<file path="src/rtl/fetch_sequencer.sv">
// fetch_sequencer: fetch-stage controller for a 16-bit instruction memory.
// Owns the PC, issues one word read at a time and assembles one- or
// two-word instructions (opcode plus optional immediate). It presents each
// bundle to decode over a valid/ready handshake and applies redirects.
// Optional build macro: FETCH_PERF_CNT_EN enables the accepted-instruction
// counter on fetch_count. Without it, fetch_count is tied to zero.
module fetch_sequencer #(
  parameter int                    ADDR_WIDTH = 32,
  parameter int                    MEM_AW     = 20,
  parameter logic [ADDR_WIDTH-1:0] RESET_PC   = 32'h0000_0020,
  parameter int                    IMM_BIT    = 0
) (
  input  logic                  clk,
  input  logic                  rst,
  output logic                  mem_rd,
  output logic [MEM_AW-1:0]     mem_addr,
  input  logic [15:0]           mem_data,
  input  logic                  redirect,
  input  logic [ADDR_WIDTH-1:0] redirect_pc,
  output logic                  out_valid,
  input  logic                  out_ready,
  output logic [15:0]           out_instr,
  output logic [15:0]           out_imm,
  output logic                  out_has_imm,
  output logic [ADDR_WIDTH-1:0] out_pc,
  output logic [31:0]           fetch_count
);

  typedef enum logic [2:0] {
    S_IDLE     = 3'd0,
    S_ADDR     = 3'd1,
    S_WORD0    = 3'd2,
    S_ADDR_IMM = 3'd3,
    S_WORD1    = 3'd4,
    S_OUT      = 3'd5
  } state_t;

  state_t                  r_state;
  logic [ADDR_WIDTH-1:0]   r_pc;
  logic                    r_mem_rd;
  logic [MEM_AW-1:0]       r_mem_addr;
  logic                    r_out_valid;
  logic [15:0]             r_out_instr;
  logic [15:0]             r_out_imm;
  logic                    r_out_has_imm;
  logic [ADDR_WIDTH-1:0]   r_out_pc;
  logic [ADDR_WIDTH-1:0]   w_pc_inc;

  // PC increment wraps naturally modulo 2^ADDR_WIDTH.
  assign w_pc_inc = r_pc + {{(ADDR_WIDTH-1){1'b0}}, 1'b1};

  // Fetch FSM: the memory strobe, address and out_valid are registered from
  // the state being entered, so each is high exactly while in its state.
  always_ff @(posedge clk) begin
    if (rst) begin
      r_state       <= S_IDLE;
      r_pc          <= RESET_PC;
      r_mem_rd      <= 1'b0;
      r_mem_addr    <= {MEM_AW{1'b0}};
      r_out_valid   <= 1'b0;
      r_out_instr   <= 16'h0000;
      r_out_imm     <= 16'h0000;
      r_out_has_imm <= 1'b0;
      r_out_pc      <= {ADDR_WIDTH{1'b0}};
    end else if (redirect) begin
      // Abandon whatever is in flight; the read data of the old stream is
      // never captured because the FSM restarts from S_ADDR.
      r_state     <= S_ADDR;
      r_pc        <= redirect_pc;
      r_mem_rd    <= 1'b1;
      r_mem_addr  <= redirect_pc[MEM_AW-1:0];
      r_out_valid <= 1'b0;
    end else begin
      case (r_state)
        S_IDLE: begin
          r_state    <= S_ADDR;
          r_mem_rd   <= 1'b1;
          r_mem_addr <= r_pc[MEM_AW-1:0];
        end
        S_ADDR: begin
          r_state  <= S_WORD0;
          r_mem_rd <= 1'b0;
          r_out_pc <= r_pc;
        end
        S_WORD0: begin
          r_out_instr <= mem_data;
          r_pc        <= w_pc_inc;
          if (mem_data[IMM_BIT]) begin
            r_state    <= S_ADDR_IMM;
            r_mem_rd   <= 1'b1;
            r_mem_addr <= w_pc_inc[MEM_AW-1:0];
          end else begin
            r_state       <= S_OUT;
            r_out_imm     <= 16'h0000;
            r_out_has_imm <= 1'b0;
            r_out_valid   <= 1'b1;
          end
        end
        S_ADDR_IMM: begin
          r_state  <= S_WORD1;
          r_mem_rd <= 1'b0;
        end
        S_WORD1: begin
          r_state       <= S_OUT;
          r_out_imm     <= mem_data;
          r_out_has_imm <= 1'b1;
          r_pc          <= w_pc_inc;
          r_out_valid   <= 1'b1;
        end
        S_OUT: begin
          if (out_ready) begin
            r_state     <= S_ADDR;
            r_out_valid <= 1'b0;
            r_mem_rd    <= 1'b1;
            r_mem_addr  <= r_pc[MEM_AW-1:0];
          end else begin
            r_state <= S_OUT;
          end
        end
        default: begin
          r_state     <= S_IDLE;
          r_mem_rd    <= 1'b0;
          r_out_valid <= 1'b0;
        end
      endcase
    end
  end

  assign mem_rd      = r_mem_rd;
  assign mem_addr    = r_mem_addr;
  assign out_valid   = r_out_valid;
  assign out_instr   = r_out_instr;
  assign out_imm     = r_out_imm;
  assign out_has_imm = r_out_has_imm;
  assign out_pc      = r_out_pc;

`ifdef FETCH_PERF_CNT_EN
  logic [31:0] r_fetch_count;
  logic        w_xfer;

  assign w_xfer = r_out_valid & out_ready;

  // Count accepted bundles; a redirect in the same cycle still counts.
  always_ff @(posedge clk) begin
    if (rst) begin
      r_fetch_count <= 32'h0000_0000;
    end else if (w_xfer) begin
      r_fetch_count <= r_fetch_count + 32'h0000_0001;
    end else begin
      r_fetch_count <= r_fetch_count;
    end
  end

  assign fetch_count = r_fetch_count;
`else
  assign fetch_count = 32'h0000_0000;
`endif

endmodule

</file>
<file path="config.mk">
export PLATFORM = sky130hd
export DESIGN_NAME = fetch_sequencer
export DESIGN_NICKNAME = d
export VERILOG_FILES = /design/src/rtl/fetch_sequencer.sv
export SDC_FILE = /design/constraint.sdc
export NUM_CORES = 1
export LEC_CHECK = 0
export ABC_AREA = 1
export ABC_CLOCK_PERIOD_IN_PS = 3100
export BUFFER_PORTS_ARGS = -buffer_cell sky130_fd_sc_hd__buf_2
export CAP_MARGIN = 0
export CORE_UTILIZATION = 55
export DETAILED_ROUTE_END_ITERATION = 8
export MAX_ROUTING_LAYER = met4
export PLACE_DENSITY_LB_ADDON = 0.08
export RECOVER_POWER = 25
export SLEW_MARGIN = 20
export SYNTH_ARGS = -nofsm -noshare
export SYNTH_HDL_FRONTEND = slang
export SYNTH_SLANG_ARGS = --single-unit
</file>
<file path="constraint.sdc">
create_clock -name clk -period 3.1 [get_ports clk]
set_clock_uncertainty 0.05 [all_clocks]
set_input_delay 0.62 -clock clk [delete_from_list [all_inputs] [get_ports clk]]
set_output_delay 0.62 -clock clk [all_outputs]
set_load 0.01 [all_outputs]
</file>
==> impl_metrics.toml <==
[logic_synthesis]
synthesis.area_um2 = 6110
syn_inst = 931
ys_ff_latch = 122
synth_area_per_cell_um2 = 6.57
synthDistinctLibCells = 32
synth_top_family_by_area = "simple AND/OR/NAND/NOR gates"
synthSimpleGateAreaFrac_pct = 27.2
ys.flop_type = "dfxtp_1"
synth_compound_area_share_pct = 18.5
yosys_warnings = 0
async_reset_ff_share_pct = 0
synth_mux_area_share_pct = 0
synth-edff-count = 0
yosysSeqAreaShare_pct = 39.9
synth_fa_ha_area_share_pct = 0.205
synthXorXnorAreaFrac_pct = 1.15

[global_route]
antenna_found_initial = 0
grt_max_degree = 68
gr-total-overflow = 0
grt_pass1_vias = 5824
grt_first_pass_wirelength_um = 26900
grt_usage_pct = 30.8

[final_layout]
fin_util_pct = 66.6
diodes = 0
instances_no_fill = 1200
postLayoutCellArea_um2 = 7220
layout-drive-gt1-share_pct = 13.0
finalNetCount = 1102
syn2layout_area_growth_pct = 18.1

[run]
cap_violations = 0

[sta]
fmax_ghz = 0.423
setup_viol = 0
finalCritPeriodShare_pct = 76.2
fin_crit_ns = 2.36
report.final.slew_viol_count = 0
relSlewSlack_pct = 2.67
rsz0062_at_grt = "no"
worstMarginPinSlew_ns = 1.46
hold_viol_final = 0
tns_ns = 0

[critical_path]
worst-path-stages = 8
startpoint_type = "flop"
path_cells = "nor2_2 > nand2_4 > nand2_1 > nand2_2 > inv_2 > nand2_2 > a21oi_1 > nor2_1"
required_ns = 3.41
worst-path-buf-inv = 1
cpLargestDelayFamily = "simple AND/OR/NAND/NOR gates"
reg2reg_depth = 8
cpMostUsedCell = "nand2_2"
critPathSlowestCell = "inv_2"
cpPeakStageDelay_ns = 0.39
cp-end-kind = "flop"
crit_arrival_ns = 2.67
critPathLaunch = "r_state[2]"
path_max_fanout = 28
crit_type = "flop to flop"
r2r-start = "r_state[2]"

[cts]
postCtsSetupBuffers = 0
root_buffer = "clkbuf_8"
htree_levels = 4
clkTransAtPathRegs_ns = 0.06
cts_hold_buf = 0
cts_resized = 0
cts_tree = "built"
worstSkewPairLatency_ns = 0.53
clock-sinks = 122
cts_buffers = 17
clock_path_buffers = 2

[power]
p_clk_share_pct = 47.3
p_int_w = 0.00306
switching_share_pct = 25.9
power_frac_comb_pct = 11.1
seqPwrFrac_pct = 41.6
leakage_nw = 3.08
ir_drop_v = 0.000452
switchingPower_w = 0.00107
power_density_nw_per_um2 = 573

[die]
start_util_pct = 56.4
chipHeight_um = 107
core_area_um2 = 10800
io-pin-count = 171
num_rows = 38
die_x_um = 107
die-area_um2 = 11500

[route]
drtAntennaViolNets = 0
drt_iter0_drc = 335
wirelength_um = 16600
wl_per_cell_um = 13.9
dr.pass1.iters = 5
viasPerCell = 5.20
dr_total_vias = 6238
drc = 0

[run_status]
status = "finished clean"

[place]
port_buffers = 138
place.gp.congestion = 0.919
dp.cells = 1170
dp_hpwl_um = 11300
placed_area_um2 = 6710

[worst_hold_path]
hold_path_depth = 3
hp-class = "primary input to flop"
min-delay-start = "mem_data[3]"
-- per-stage QoR --
stage | hold WS (ns) | power, W | setup slack, ns
after detailed placement | 0.399 | 0.00221 | 0.584
after CTS | 0.294 | 0.00415 | 0.738
after global placement | 0.396 | 0.00221 | 0.644
after global routing | 0.299 | 0.00430 | 0.544
after floorplan | 0.407 | 0.00208 | 1.44
final | 0.304 | 0.00414 | 0.737
-- layer usage --
| layer | global-route usage (%) | wire length [µm] | vias to the layer above |
|---|---|---|---|
| met2 | 50.1 | 7900 | 217 |
| met4 | 12.6 | 404 | 0 |
| met3 | 7.14 | 1040 | 38 |
| li1 | - | - | 3160 |
| met5 | - | 0 | - |
| met1 | 36.7 | 7290 | 2823 |
-- cells in the final DEF (no fill, tap or decap), types with 32 or more instances in the layout --
| cell | netlist | final |
|---|---|---|
| inv_1 | 84 | 85 |
| o21ai_0 | 59 | 59 |
| dfxtp_1 | 122 | 122 |
| nand2_1 | 266 | 266 |
| conb_1 | 1 | 32 |
| nor2_1 | 86 | 86 |
| nand3_1 | 49 | 49 |
| buf_2 | 13 | 90 |
| clkbuf_1 | 27 | 51 |
| a21oi_1 | 139 | 139 |
-- Yosys cell counts (7+ instances only) --
master    instances  share of area [%]
a22oi_1           7               0.86
nand3_1          49                4.0
xor2_1            7                1.0
a21oi_1         139                 11
dfxtp_1         122                 40
nor2_1           86                5.3
buf_2            13                1.1
o21ai_0          59                4.8
inv_1            84                5.2
nand2_1         266                 16
clkbuf_1         27                1.7
buf_4            32                3.9
-- worst reg2reg max path, delay by kind of cell (launching register included) --
family | cells | cell delay (ns)
buf+inv | 1 | 0.39
flops | 1 | 0.38
compound gates | 1 | 0.24
simple gates | 6 | 1.16
-- power groups by stage --
stage | logic, W | clock network, W | registers [W]
final | 0.000460 | 0.00195 | 0.00172
after global routing | 0.000522 | 0.00205 | 0.00173
after CTS | 0.000469 | 0.00196 | 0.00172
after detailed placement | 0.000465 | 0 | 0.00175
after global placement | 0.000462 | 0 | 0.00175
after floorplan | 0.000316 | 0 | 0.00177
-- worst paths after layout --
path / endpoint / slack [ns]
worst max register to register: out_has_imm / 0.74
worst min-delay path: out_imm[3] / 0.30
worst min register to register: out_instr[13] / 0.41
worst max-delay path: out_has_imm / 0.74
-- flip-flops by register name (all words and copies together), names as in the netlist --
name	flops
mem_addr	20
mem_rd	1
out_valid	1
r_pc	32
out_instr	16
out_pc	32
out_has_imm	1
out_imm	16
r_state	3
-- cells by family (layout without fill, tap and decap cells) --
family | Yosys count | in the layout
compound gates | 217 | 217
xor+xnor | 8 | 8
flops | 122 | 122
fa+ha+maj | 1 | 1
buf+inv | 167 | 265
other cells | 1 | 32
simple gates | 415 | 415
-- final cells by class --
type                       instances  area [µm²]
clock inverter                     8         120
sequential                       122        2440
multi-input combinational        673        3010
timing repair buffer             146         688
fill                            1106        3620
clock buffer                      22         453
tap                              140         175
inverter                          89         337
No activity file was read; power rests on OpenSTA's default activity.
